### config.mk
export PLATFORM = sky130hd
export DESIGN_NAME = chameleon_spi_flash_writer
export DESIGN_NICKNAME = d
export VERILOG_FILES = /design/src/rtl/chameleon_flash_pkg.sv /design/src/rtl/chameleon_toggle_port.sv /design/src/rtl/chameleon_spi_flash_writer.sv
export SDC_FILE = /design/constraint.sdc
export NUM_CORES = 1
export LEC_CHECK = 0
export ABC_AREA = 1
export CAP_MARGIN = 20
export CORE_UTILIZATION = 40
export CTS_CLUSTER_DIAMETER = 60
export DETAILED_ROUTE_END_ITERATION = 6
export PLACE_DENSITY = 0.71
export SLEW_MARGIN = 20
export SYNTH_ARGS = -nofsm -noshare
export SYNTH_HDL_FRONTEND = slang
export SYNTH_SLANG_ARGS = --single-unit
### constraint.sdc
create_clock -name clk -period 7.4 [get_ports clk]
set_input_delay 1.48 -clock clk [delete_from_list [all_inputs] [get_ports clk]]
set_output_delay 1.48 -clock clk [all_outputs]
set_load 0.02 [all_outputs]
### src/rtl/chameleon_flash_pkg.sv
// rtl/chameleon_flash_pkg.sv - opcodes, geometry and state encoding for the SPI flash writer
package chameleon_flash_pkg;

    localparam logic [7:0] OP_WREN = 8'h06;
    localparam logic [7:0] OP_SE   = 8'h20;
    localparam logic [7:0] OP_PP   = 8'h02;
    localparam logic [7:0] OP_RDSR = 8'h05;

    localparam int SECTOR_BITS = 12;
    localparam int PAGE_BITS   = 8;

    typedef enum logic [3:0] {
        S_IDLE,
        S_WREN,
        S_ERASE,
        S_PROG,
        S_ADDR0,
        S_ADDR1,
        S_ADDR2,
        S_FETCH,
        S_SEND,
        S_GAP,
        S_POLL_CMD,
        S_POLL_RD,
        S_FINISH
    } state_t;

endpackage

### src/rtl/chameleon_toggle_port.sv
// rtl/chameleon_toggle_port.sv - one req/ack toggle handshake endpoint
module chameleon_toggle_port (
    input  logic clk,
    input  logic reset,
    input  logic issue,
    input  logic ack,
    output logic req,
    output logic idle
);

    // Each issue flips req; the far side completes the transfer by copying req onto ack.
    always_ff @(posedge clk or posedge reset) begin
        if (reset) begin
            req <= 1'b0;
        end else if (issue) begin
            req <= ~req;
        end
    end

    assign idle = (req == ack);

endmodule

### src/rtl/chameleon_spi_flash_writer.sv
// rtl/chameleon_spi_flash_writer.sv - programs buffer contents into SPI flash with erase and WIP polling
module chameleon_spi_flash_writer
    import chameleon_flash_pkg::*;
#(
    parameter int          a_bits     = 14,
    parameter logic [23:0] poll_limit = 24'd4_000_000,
    parameter int          cs_gap     = 8
) (
    input  logic              clk,
    input  logic              reset,
    input  logic              start,
    input  logic [15:0]       start_addr,
    input  logic [23:0]       flash_addr,
    input  logic [15:0]       amount,
    input  logic              erase_en,
    output logic              busy,
    output logic              done,
    output logic              error,
    output logic              cs_n,
    output logic              spi_req,
    input  logic              spi_ack,
    output logic [7:0]        spi_d,
    input  logic [7:0]        spi_q,
    output logic              req,
    input  logic              ack,
    output logic [a_bits-1:0] a,
    input  logic [7:0]        q
);

    localparam int GW = $clog2(cs_gap + 1);

    state_t      state, state_next, gap_next, gap_target;
    logic        wait_ack, spi_idle, buf_idle, spi_issue, buf_issue, spi_fin, buf_fin;
    logic        sending, fail_poll, is_erase, erase_pend, erase_en_r;
    logic [7:0]  spi_byte, data;
    logic [23:0] faddr, poll_cnt;
    logic [15:0] remaining;
    logic [GW-1:0] gap_cnt;
    logic        unused_bits;

    assign unused_bits = ^{spi_q[7:1], start_addr};

    chameleon_toggle_port u_spi_port (
        .clk   (clk),
        .reset (reset),
        .issue (spi_issue),
        .ack   (spi_ack),
        .req   (spi_req),
        .idle  (spi_idle)
    );

    chameleon_toggle_port u_buf_port (
        .clk   (clk),
        .reset (reset),
        .issue (buf_issue),
        .ack   (ack),
        .req   (req),
        .idle  (buf_idle)
    );

    assign spi_fin = wait_ack && spi_idle && (state != S_FETCH);
    assign buf_fin = wait_ack && buf_idle && (state == S_FETCH);
    assign busy    = (state != S_IDLE) && (state != S_FINISH);
    assign done    = (state == S_FINISH);

    // State register.
    always_ff @(posedge clk or posedge reset) begin
        if (reset) state <= S_IDLE;
        else       state <= state_next;
    end

    // Command sequencing: next state, byte to shift and handshake issue strobes.
    always_comb begin
        state_next = state;
        gap_target = gap_next;
        spi_byte   = 8'h00;
        sending    = 1'b0;
        buf_issue  = 1'b0;
        fail_poll  = 1'b0;
        case (state)
            S_IDLE: begin
                if (start) begin
                    if (amount == 16'd0 || (erase_en && flash_addr[SECTOR_BITS-1:0] != '0))
                        state_next = S_FINISH;
                    else
                        state_next = S_WREN;
                end
            end
            S_WREN: begin
                sending  = 1'b1;
                spi_byte = OP_WREN;
                if (spi_fin) begin
                    state_next = S_GAP;
                    gap_target = erase_pend ? S_ERASE : S_PROG;
                end
            end
            S_ERASE: begin
                sending  = 1'b1;
                spi_byte = OP_SE;
                if (spi_fin) state_next = S_ADDR0;
            end
            S_PROG: begin
                sending  = 1'b1;
                spi_byte = OP_PP;
                if (spi_fin) state_next = S_ADDR0;
            end
            S_ADDR0: begin
                sending  = 1'b1;
                spi_byte = faddr[23:16];
                if (spi_fin) state_next = S_ADDR1;
            end
            S_ADDR1: begin
                sending  = 1'b1;
                spi_byte = faddr[15:8];
                if (spi_fin) state_next = S_ADDR2;
            end
            S_ADDR2: begin
                sending  = 1'b1;
                spi_byte = faddr[7:0];
                if (spi_fin) begin
                    if (is_erase) begin
                        state_next = S_GAP;
                        gap_target = S_POLL_CMD;
                    end else begin
                        state_next = S_FETCH;
                    end
                end
            end
            S_FETCH: begin
                buf_issue = !wait_ack && buf_idle;
                if (buf_fin) state_next = S_SEND;
            end
            S_SEND: begin
                sending  = 1'b1;
                spi_byte = data;
                if (spi_fin) begin
                    // Burst closes on the last byte or when the page offset is about to wrap.
                    if (remaining == 16'd1 || faddr[PAGE_BITS-1:0] == '1) begin
                        state_next = S_GAP;
                        gap_target = S_POLL_CMD;
                    end else begin
                        state_next = S_FETCH;
                    end
                end
            end
            S_POLL_CMD: begin
                sending  = 1'b1;
                spi_byte = OP_RDSR;
                if (spi_fin) state_next = S_POLL_RD;
            end
            S_POLL_RD: begin
                sending  = 1'b1;
                spi_byte = 8'hFF;
                if (spi_fin) begin
                    if (!spi_q[0]) begin
                        state_next = S_GAP;
                        gap_target = (remaining == 16'd0) ? S_FINISH : S_WREN;
                    end else if (poll_cnt >= poll_limit) begin
                        state_next = S_FINISH;
                        fail_poll  = 1'b1;
                    end
                end
            end
            S_GAP: begin
                if (gap_cnt == '0) state_next = gap_next;
            end
            S_FINISH: state_next = S_IDLE;
            default:  state_next = S_IDLE;
        endcase
        spi_issue = sending && !wait_ack && spi_idle;
    end

    // Job registers, address/count stepping, chip select and status flags.
    always_ff @(posedge clk or posedge reset) begin
        if (reset) begin
            cs_n       <= 1'b1;
            error      <= 1'b0;
            spi_d      <= 8'h00;
            a          <= '0;
            wait_ack   <= 1'b0;
            faddr      <= '0;
            remaining  <= '0;
            erase_en_r <= 1'b0;
            erase_pend <= 1'b0;
            is_erase   <= 1'b0;
            data       <= 8'h00;
            poll_cnt   <= '0;
            gap_cnt    <= '0;
            gap_next   <= S_IDLE;
        end else begin
            cs_n <= (state_next == S_IDLE) || (state_next == S_GAP) || (state_next == S_FINISH);

            if (spi_issue || buf_issue) wait_ack <= 1'b1;
            else if (spi_fin || buf_fin) wait_ack <= 1'b0;

            if (spi_issue) spi_d <= spi_byte;
            if (buf_fin)   data  <= q;

            if (state == S_IDLE && start) begin
                faddr      <= flash_addr;
                a          <= start_addr[a_bits-1:0];
                remaining  <= amount;
                erase_en_r <= erase_en;
                erase_pend <= erase_en;
                error      <= (amount != 16'd0) && erase_en && (flash_addr[SECTOR_BITS-1:0] != '0);
            end

            if (state == S_ERASE) is_erase <= 1'b1;
            if (state == S_PROG)  is_erase <= 1'b0;

            if (state == S_SEND && spi_fin) begin
                faddr     <= faddr + 24'd1;
                a         <= a + a_bits'(1);
                remaining <= remaining - 16'd1;
                if (faddr[SECTOR_BITS-1:0] == '1) erase_pend <= erase_en_r;
            end

            if (state == S_POLL_CMD) poll_cnt <= '0;
            if (state == S_POLL_RD && spi_fin) begin
                if (spi_q[0]) poll_cnt <= poll_cnt + 24'd1;
                else if (is_erase) erase_pend <= 1'b0;
            end
            if (fail_poll) error <= 1'b1;

            if (state != S_GAP && state_next == S_GAP) begin
                gap_cnt  <= GW'(cs_gap - 1);
                gap_next <= gap_target;
            end else if (state == S_GAP) begin
                gap_cnt <= gap_cnt - GW'(1);
            end
        end
    end

endmodule

Word-level counts from Yosys, hierarchy flattened
Cells that the tools add are included.
{ "totals": {"output_inout_bits": 28, "word_cells": 150, "in_bits": 78, "register_bits": 114} }
{ "op_classes": {"addsub": 5, "order_cmp": 1, "n_reduce_logical": 39, "muxes": 57, "bitwise_logic": 2, "n_eq_ne": 29} }
{ "op_table": {"columns": ["operator", "count"], "rows": [
  ["2-to-1 mux 24 bit", 5],
  ["2-to-1 mux 4 bit", 26],
  ["one-hot mux 8 bit (9 select lines)", 1],
  ["adder 24 x 1 -> 24 bit (second input constant)", 2],
  ["one-hot mux 4 bit (11 select lines)", 1],
  ["logical NOT 16 bit", 2],
  ["2-to-1 mux 16 bit", 2],
  ["equality test 4 bit (second input constant)", 7],
  ["2-to-1 mux 14 bit", 2],
  ["greater-or-equal comparator 24 x 22 -> 1 bit (second input constant)", 1],
  ["2-to-1 mux 1 bit", 19],
  ["equality test 16 x 1 -> 1 bit (second input constant)", 1],
  ["equality test 4 x 3 -> 1 bit (second input constant)", 4],
  ["one-hot mux 4 bit (4 select lines)", 1],
  ["nonzero test 16 bit", 1],
  ["subtractor 16 x 1 -> 16 bit (second input constant)", 1],
  ["logical AND 1 bit", 15],
  ["adder 14 x 1 -> 14 bit (second input constant)", 1],
  ["!= test 2 bit (second input constant)", 7],
  ["equality test 12 bit (second input constant)", 1],
  ["logical NOT 4 bit", 3],
  ["nonzero test 12 bit", 1],
  ["nonzero test 2 bit", 5],
  ["AND reduction 9 bit", 1],
  ["other kinds (13)", 23]
]} }

Longest topological paths before layout
Gate-level depths: netlist of the first run.
{ "depth": {"ltp_word": 9, "ltp_mapped": 15, "mapped_depth_nobuf": 15} }

Hierarchy
From an unflattened synthesis of the first run, not the netlist that was laid out.
{ "hier_totals": {"cells_unflattened": 941, "hier_area_um2": 6969.2} }
{ "modules_own_cells": {"columns": ["mod", "n_inst", "cells_each", "area_per_inst_um2", "seq_area_each_um2"], "rows": [
  ["chameleon_spi_flash_writer", 1, 919, 6844.1, 2803.9],
  ["chameleon_toggle_port", 2, 11, 62.6, 25.0]
]} }

Worst setup path before layout of the first run
OpenSTA, ideal clock, no wires.
{ "synth_timing": {"kind": "register -> output", "from": "register state[0]", "to": "output busy", "setup_slack_ns": 4.620, "path_buffers": 0, "stages_incl_launch_ff": 5, "arrival_ns": 1.300, "cell_sequence": "dfrtp_1 -> nor2_1 -> inv_2 -> nor2_1 -> nor2_1"} }
{ "synth_via": {"elab_chain_len": 2, "word_cells_on_any_way": 3, "classes_between": "1 x eq/ne; 2 x reduce/logical"} }
{ "synth_rtl": {"columns": ["item", "line_no", "rtl"], "rows": [
  ["start, declared", "chameleon_spi_flash_writer.sv:32", "state_t state, state_next, gap_next, gap_target;"],
  ["start signal, assigned", "chameleon_spi_flash_writer.sv:69", "else state <= state_next;"],
  ["!= test 4 bit / nonzero test 4 bit (equally long branches)", "chameleon_spi_flash_writer.sv:63", "assign busy = (state != S_IDLE) && (state != S_FINISH);"],
  ["logical AND 1 bit (*)", "chameleon_spi_flash_writer.sv:63", null],
  ["end, declared", "chameleon_spi_flash_writer.sv:16", "output logic busy,"]
]} }
Mark *: on every way between the ends. The rest lies on a longest branch, timed or not.

Final worst setup path of the first run
{ "layout_timing": {"from": "input spi_ack", "to": "register a[12]"} }
{ "layout_via": {"elab_chain_len": 5, "word_cells_on_any_way": 6, "classes_between": "1 x eq/ne; 1 x mux; 4 x reduce/logical"} }
{ "layout_rtl": {"columns": ["item", "line_no", "rtl"], "rows": [
  ["start, declared", "chameleon_spi_flash_writer.sv:21", "input logic spi_ack,"],
  ["equality test 1 bit (*)", "chameleon_toggle_port.sv:20", "assign idle = (req == ack);"],
  ["logical AND 1 bit (*) (2 in series)", "chameleon_spi_flash_writer.sv:61", "assign spi_fin = wait_ack && spi_idle && (state != S_FETCH);"],
  ["logical AND 1 bit (*)", "chameleon_spi_flash_writer.sv:211", "if (state == S_SEND && spi_fin) begin"],
  ["2-to-1 mux 14 bit / nonzero test 2 bit (equally long branches)", null, null],
  ["end signal, assigned", "chameleon_spi_flash_writer.sv:201", "a <= start_addr[a_bits-1:0];"],
  ["end signal, assigned", "chameleon_spi_flash_writer.sv:213", "a <= a + a_bits'(1);"],
  ["end, declared", "chameleon_spi_flash_writer.sv:26", "output logic [a_bits-1:0] a,"]
]} }
Marks and branches as above.
A chain may end at the register's enable or synchronous reset.

==> results.py, run 1 <==
metrics = {
    "worst_hold_path": {
        "hold_path.class": "reg -> reg",
    },
    "drt": {
        "drc_errors": 0,
        "detail-route-antenna-nets": 0,
        "routed_via_density": 5.39,
        "postRouteWirelength_um": 19900,
        "first_pass_iters": 5,
        "drtIter0Drc": 486,
        "wire_per_inst_um": 15.6,
        "vias": 6893,
    },
    "sta": {
        "setup_tns_ns": 0,
        "max-slew-margin-rel": 0.376,
        "hold_violations": 0,
        "skew_ns": 0.00781,
        "period_share": 0.526,
        "rsz0062_at_grt": "no",
        "worstMarginPinSlew_ns": 0.933,
        "holdWs_ns": 0.477,
        "maxClockFrequency_mhz": 257,
        "finalSetupViolations": 0,
        "post-route-min-period_ns": 3.89,
        "slew_viol_final": 0,
    },
    "yosys": {
        "synth_top_cell_area_share": 0.396,
        "post-synth-top-area-cell": "dfrtp_1",
        "yosysWarnings": 0,
        "synth_flop_cell": "dfrtp_1",
        "syn_inst": 950,
        "synth.distinct_cells": 54,
        "syn_area_um2": 7140,
        "yosysMostFrequentCell": "nand2_1",
        "syn_avg_cell_area_um2": 7.52,
        "synth_edf_count": 0,
        "ys_top_cells_by_area": "dfrtp_1 40%, nand2_1 12%, nand3_1 6.1%",
        "ys_top_cells_by_count": "232 x nand2_1, 113 x dfrtp_1, 108 x inv_1, 87 x nand3_1, 83 x nor2_1",
        "synth_fp_nets": 1036,
        "ys_ff_latch": 114,
        "yosysSeqAreaShare": 0.400,
        "async_flop_share": 1.00,
    },
    "place": {
        "place_congestion": 0.927,
        "hpwl_um": 14400,
        "io_buffer_count": 96,
    },
    "outcome": {
        "status": "finished clean",
    },
    "worst_setup_path": {
        "worst_path_max_delay_cell": "inv_1",
        "cp-end-kind": "flip-flop",
        "cp.arrival_ns": 4.25,
        "path_cells": "clkdlybuf4s50_1 > inv_1 > nand2_1 > nand2_1 > nand3_4 > nor2_8 > nor2_4 > inv_1 > o221ai_1 > nand2_1",
        "cp_slowest_stage_delay_ns": 0.67,
        "critical_path_class": "in -> reg",
        "start_kind": "primary input",
        "reg2reg_slack_ns": 4.32,
        "path_max_fanout": 43,
        "cp_common_cell": "nand2_1",
        "cp_data_required_time_ns": 7.76,
    },
    "final_layout": {
        "diodes": 0,
        "layout.nets": 1127,
        "drive_gt1_frac": 0.0939,
        "synthToLayoutAreaGrowth_pct": 25.5,
    },
    "cts": {
        "cts_tree": "done",
        "numCtsBuffers": 17,
        "cts_root_buf": "clkbuf_16",
        "post_cts_buffers": 0,
        "clockBufferDepth": 2,
        "htree_levels": 4,
        "clock-sinks": 114,
        "clk_latency_ns": 0.42,
        "cts.clk_slew.worst_paths_ns": 0.05,
        "postCtsHoldBufs": 0,
        "cts_resized": 0,
    },
    "power": {
        "power_frac_seq": 0.327,
        "p_int_mw": 2.12,
        "switchingPower_mw": 1.44,
        "swShare": 0.404,
        "p_leak_nw": 4.00,
        "p_clk_frac": 0.279,
        "max-vdd-ir-drop_mv": 0.234,
        "powerDensity_nw_per_um2": 397,
        "pwr-share-comb": 0.394,
    },
    "global_route": {
        "grt_pass1_vias": 6296,
        "gr-total-overflow": 0,
        "grt_pass1_wl_um": 32600,
        "grt_max_degree": 63,
        "track_usage": 0.230,
        "grt_antenna_before_repair": 0,
    },
    "floorplanning": {
        "std_cell_rows": 48,
        "fp.dieW_um": 136,
        "die_area_um2": 18400,
        "start_util": 0.411,
        "core_um2": 17400,
        "pin_count": 106,
        "die_y_um": 136,
    },
    "run": {
        "maxCapViolCount": 0,
    },
}
metal layers:
| layer | track usage | routed length (µm) | vias up |
|---|---|---|---|
| li1 | - | - | 3389 |
| met1 | 0.323 | 9300 | 3224 |
| met2 | 0.338 | 8930 | 243 |
| met3 | 0.0438 | 1160 | 37 |
| met4 | 0.110 | 523 | 0 |
| met5 | 0 | 0 | - |
power by group through the flow:
| stage | Clock [mW] | Combinational [mW] | Sequential (mW) |
|---|---|---|---|
| 3_3_place_gp | 0 | 1.36 | 1.16 |
| 3_5_place_dp | 0 | 1.39 | 1.16 |
| 5_1_grt | 1.03 | 1.57 | 1.20 |
| 6_report | 0.991 | 1.40 | 1.16 |
| 4_1_cts | 1.00 | 1.40 | 1.16 |
| 2_1_floorplan | 0 | 0.953 | 1.16 |
cells by family (layout without fill, tap and decap cells):
family,after synthesis,in the layout,share of synthesized area
simple gates,494,494,0.326
compound gates,165,165,0.151
buf+inv,151,255,0.0866
flops,114,114,0.400
xor+xnor,17,17,0.0209
fa+ha+maj,8,8,0.0140
mux,1,1,0.00140
state kept, by name, indices dropped and copies added (netlist names), 4 cells and up:
register	cells
faddr	24
remaining	16
spi_d	8
poll_cnt	24
data	8
state	4
gap_next	4
gap_cnt	4
a	14
path summary, 6_finish.rpt:
path,startpoint,to,cells past startpoint
max,spi_ack,a[12],10
max reg2reg,state[0],a[12],9
max in group asynchronous,reset,spi_d[3],3
min,is_erase,erase_pend,1
min reg2reg,is_erase,erase_pend,1
min in group asynchronous,reset,a[6],2
area by class of cell:
type                    count  area [µm²]
repair buffers             97         968
fillers                  1624        8400
multi-input cells         685        3670
flip-flops and latches    114        2850
clock inverters            10         225
clock buffers              22         484
inverters                 126         478
well taps                 225         282
through the flow:
| stage | utilization | power, mW | cell area (µm²) | std cells | worst slack [ns] |
|---|---|---|---|---|---|
| after detailed placement | 0.475 | 2.55 | 8250 | 1247 | 3.08 |
| after floorplan | - | 2.11 | 7140 | 950 | 2.91 |
| after CTS | 0.516 | 3.56 | 8960 | 1279 | 3.53 |
| final | 0.516 | 3.55 | 8960 | 1279 | 3.51 |
| after global routing | 0.516 | 3.80 | 8960 | 1279 | 3.31 |
| after global placement | 0.475 | 2.52 | 8250 | 1247 | 3.12 |
worst max-delay path: cells and delay by family:
family,cells,cell delay [ns]
and+or+nand+nor,6,1.28
buffers and inverters,3,1.21
AOI/OAI and AO/OA,1,0.26
cells in the final DEF, fill, tap and decap left out, drive strengths merged, types with 5 or more instances in the layout:
cell | Yosys | routed
nor3 | 21 | 21
a21oi | 24 | 24
bufinv | 0 | 7
nor2 | 99 | 99
clkdlybuf4s50 | 0 | 96
o211ai | 32 | 32
o31ai | 8 | 8
dfrtp | 113 | 113
ha | 8 | 8
clkbuf | 6 | 22
nand4 | 19 | 19
nand2 | 248 | 248
xor2 | 12 | 12
o311ai | 5 | 5
xnor2 | 5 | 5
o22ai | 12 | 12
nand3 | 90 | 90
inv | 125 | 125
o21ai | 51 | 51
nor4 | 9 | 9
o221ai | 19 | 19
Power figures use the tool's default switching activity.
==> inputs of run 2 (changes only) <==
--- a/config.mk
+++ b/config.mk
@@ -10,7 +10,7 @@
 export CORE_UTILIZATION = 40
 export CTS_CLUSTER_DIAMETER = 60
 export DETAILED_ROUTE_END_ITERATION = 6
-export PLACE_DENSITY = 0.71
+export PLACE_DENSITY = 0.73
 export SLEW_MARGIN = 20
 export SYNTH_ARGS = -nofsm -noshare
 export SYNTH_HDL_FRONTEND = slang
==> constraint.sdc (replaced) <==
create_clock -name clk -period 3.3 [get_ports clk]
set_input_delay 0.66 -clock clk [delete_from_list [all_inputs] [get_ports clk]]
set_output_delay 0.66 -clock clk [all_outputs]
set_load 0.02 [all_outputs]
==> results.py, run 2 (synthesis results as in run 1) <==
metrics = {
    "final_layout": {
        "final_cell_mix": "232 x nand2_1, 113 x dfrtp_1, 107 x inv_1",
        "mostFrequentLayoutCell": "nand2_1",
        "synthToLayoutAreaGrowth_pct": 26.7,
        "final_cells": 1292,
        "drive_gt1_frac": 0.103,
        "reg_top3": "faddr: 24 flops, poll_cnt: 24 flops, remaining: 16 flops",
        "layout.nets": 1139,
    },
    "worst_setup_path": {
        "start_kind": "flip-flop",
        "reg2reg_slack_ns": 0.91,
        "cp-end-kind": "primary output",
        "path_max_fanout": 5,
        "cp.arrival_ns": 2.10,
        "worst_path_max_delay_cell": "clkdlybuf4s50_1",
        "reg2reg_depth": 8,
        "cp_slowest_stage_delay_ns": 0.64,
        "r2r-start": "state[2]",
        "critical_path_class": "reg -> out",
        "r2r-end": "poll_cnt[20]",
        "path_cells": "nor2_1 > inv_2 > nor2_1 > clkdlybuf4s50_1",
        "cp_common_cell": "nor2_1",
        "cp_data_required_time_ns": 2.64,
    },
    "outcome": {
        "status": "finished clean",
    },
    "sta": {
        "worstMarginPinSlew_ns": 0.782,
        "period_share": 0.836,
        "setup_ws_ns": 0.542,
        "max-slew-margin-rel": 0.474,
        "post-route-min-period_ns": 2.76,
        "finalSetupViolations": 0,
        "maxClockFrequency_mhz": 363,
        "skew_ns": 0.0127,
        "rsz0062_at_grt": "no",
        "hold_violations": 0,
        "setup_tns_ns": 0,
        "slew_viol_final": 0,
    },
    "worst_hold_path": {
        "hold_path.class": "reg -> reg",
        "min-delay-start": "spi_d[5]",
        "min_to": "spi_d[5]",
        "hold-path-cell-count": 2,
    },
    "place": {
        "io_buffer_count": 96,
        "pre_cts_ws_ns": 0.481,
        "hpwl_um": 14900,
        "dp.cells": 1259,
        "place_congestion": 0.935,
    },
    "drt": {
        "first_pass_iters": 6,
        "detail-route-antenna-nets": 0,
        "vias": 6997,
        "drc_errors": 0,
        "drtIter0Drc": 440,
        "wire_per_inst_um": 15.8,
        "postRouteWirelength_um": 20400,
        "routed_via_density": 5.42,
    },
    "floorplanning": {
        "die_y_um": 136,
        "start_util": 0.411,
        "fp.dieW_um": 136,
        "core_um2": 17400,
        "die_area_um2": 18400,
        "pin_count": 106,
        "std_cell_rows": 48,
    },
    "global_route": {
        "gr-total-overflow": 0,
        "grt_max_degree": 72,
        "track_usage": 0.236,
        "grt_antenna_before_repair": 1,
        "grt_pass1_vias": 6747,
        "grt_pass1_wl_um": 33400,
    },
    "cts": {
        "cts.clk_slew.worst_paths_ns": 0.06,
        "clk_latency_ns": 0.43,
        "cts_root_buf": "clkbuf_16",
        "numCtsBuffers": 17,
        "postCtsHoldBufs": 0,
        "clock-sinks": 114,
        "cts_resized": 0,
        "cts_tree": "done",
        "clockBufferDepth": 2,
        "htree_levels": 4,
        "post_cts_buffers": 0,
    },
    "power": {
        "powerDensity_nw_per_um2": 871,
        "finalPower_mw": 7.88,
        "p_leak_nw": 4.04,
        "max-vdd-ir-drop_mv": 0.535,
    },
    "run": {
        "maxCapViolCount": 0,
    },
}
[run 2: cell types whose count changed in the layout (fill, tap and decap cells not counted), sizes merged]
cell,delta
clkinvlp,+3
diode,+1
buf,+12
bufinv,-2
inv,-1
clkbuf,+1
clkinv,-1
[run 2: how the worst max path moves through the flow]
stage,from,endpoint,slack [ns],cells past startpoint
5_1_grt,state[0],done,0.46,4
3_5_place_dp,spi_ack,poll_cnt[14],0.48,12
6_report,state[0],done,0.54,4
4_1_cts,state[0],done,0.52,4
3_3_place_gp,spi_ack,poll_cnt[14],0.52,12
2_1_floorplan,reset,a[0],1.26,1
[run 2: critical path, delay by kind of cell (launching register included)]
| family | cells | cell delay, ns |
|---|---|---|
| buffers and inverters | 2 | 0.74 |
| flip-flops | 1 | 0.47 |
| AND/OR/NAND/NOR | 2 | 0.47 |
[run 2: where the power goes]
group	internal, mW	switching [mW]	total [mW]
registers	1.98	0.609	2.59
clock network	1.42	0.660	2.08
logic	1.25	1.97	3.21
total	4.65	3.24	7.88
[run 2: layout make-up]
type	instances	area, µm²
fill	1668	8310
multi-input combinational	685	3670
tap	225	282
inverter	126	479
sequential	114	2850
clock buffer	23	488
antenna	1	2.50
timing repair buffer	109	1100
clock inverter	9	175
[run 2: through the flow]
stage / hold slack, ns / area (µm²) / util
after global placement: 0.468 / 8380 / 0.483
after detailed placement: 0.468 / 8380 / 0.483
after CTS: 0.480 / 9040 / 0.521
after floorplan: 0.442 / 7140 / -
final: 0.476 / 9040 / 0.521
after global routing: 0.494 / 9040 / 0.521
[run 2: per-layer routing]
layer,track usage,up-vias,wire length (µm),share of wire
met5,0,-,0,0
met4,0.106,0,488,0.024
met3,0.0587,40,1500,0.074
met2,0.365,267,9490,0.47
met1,0.308,3277,8900,0.44
li1,-,3413,-,-
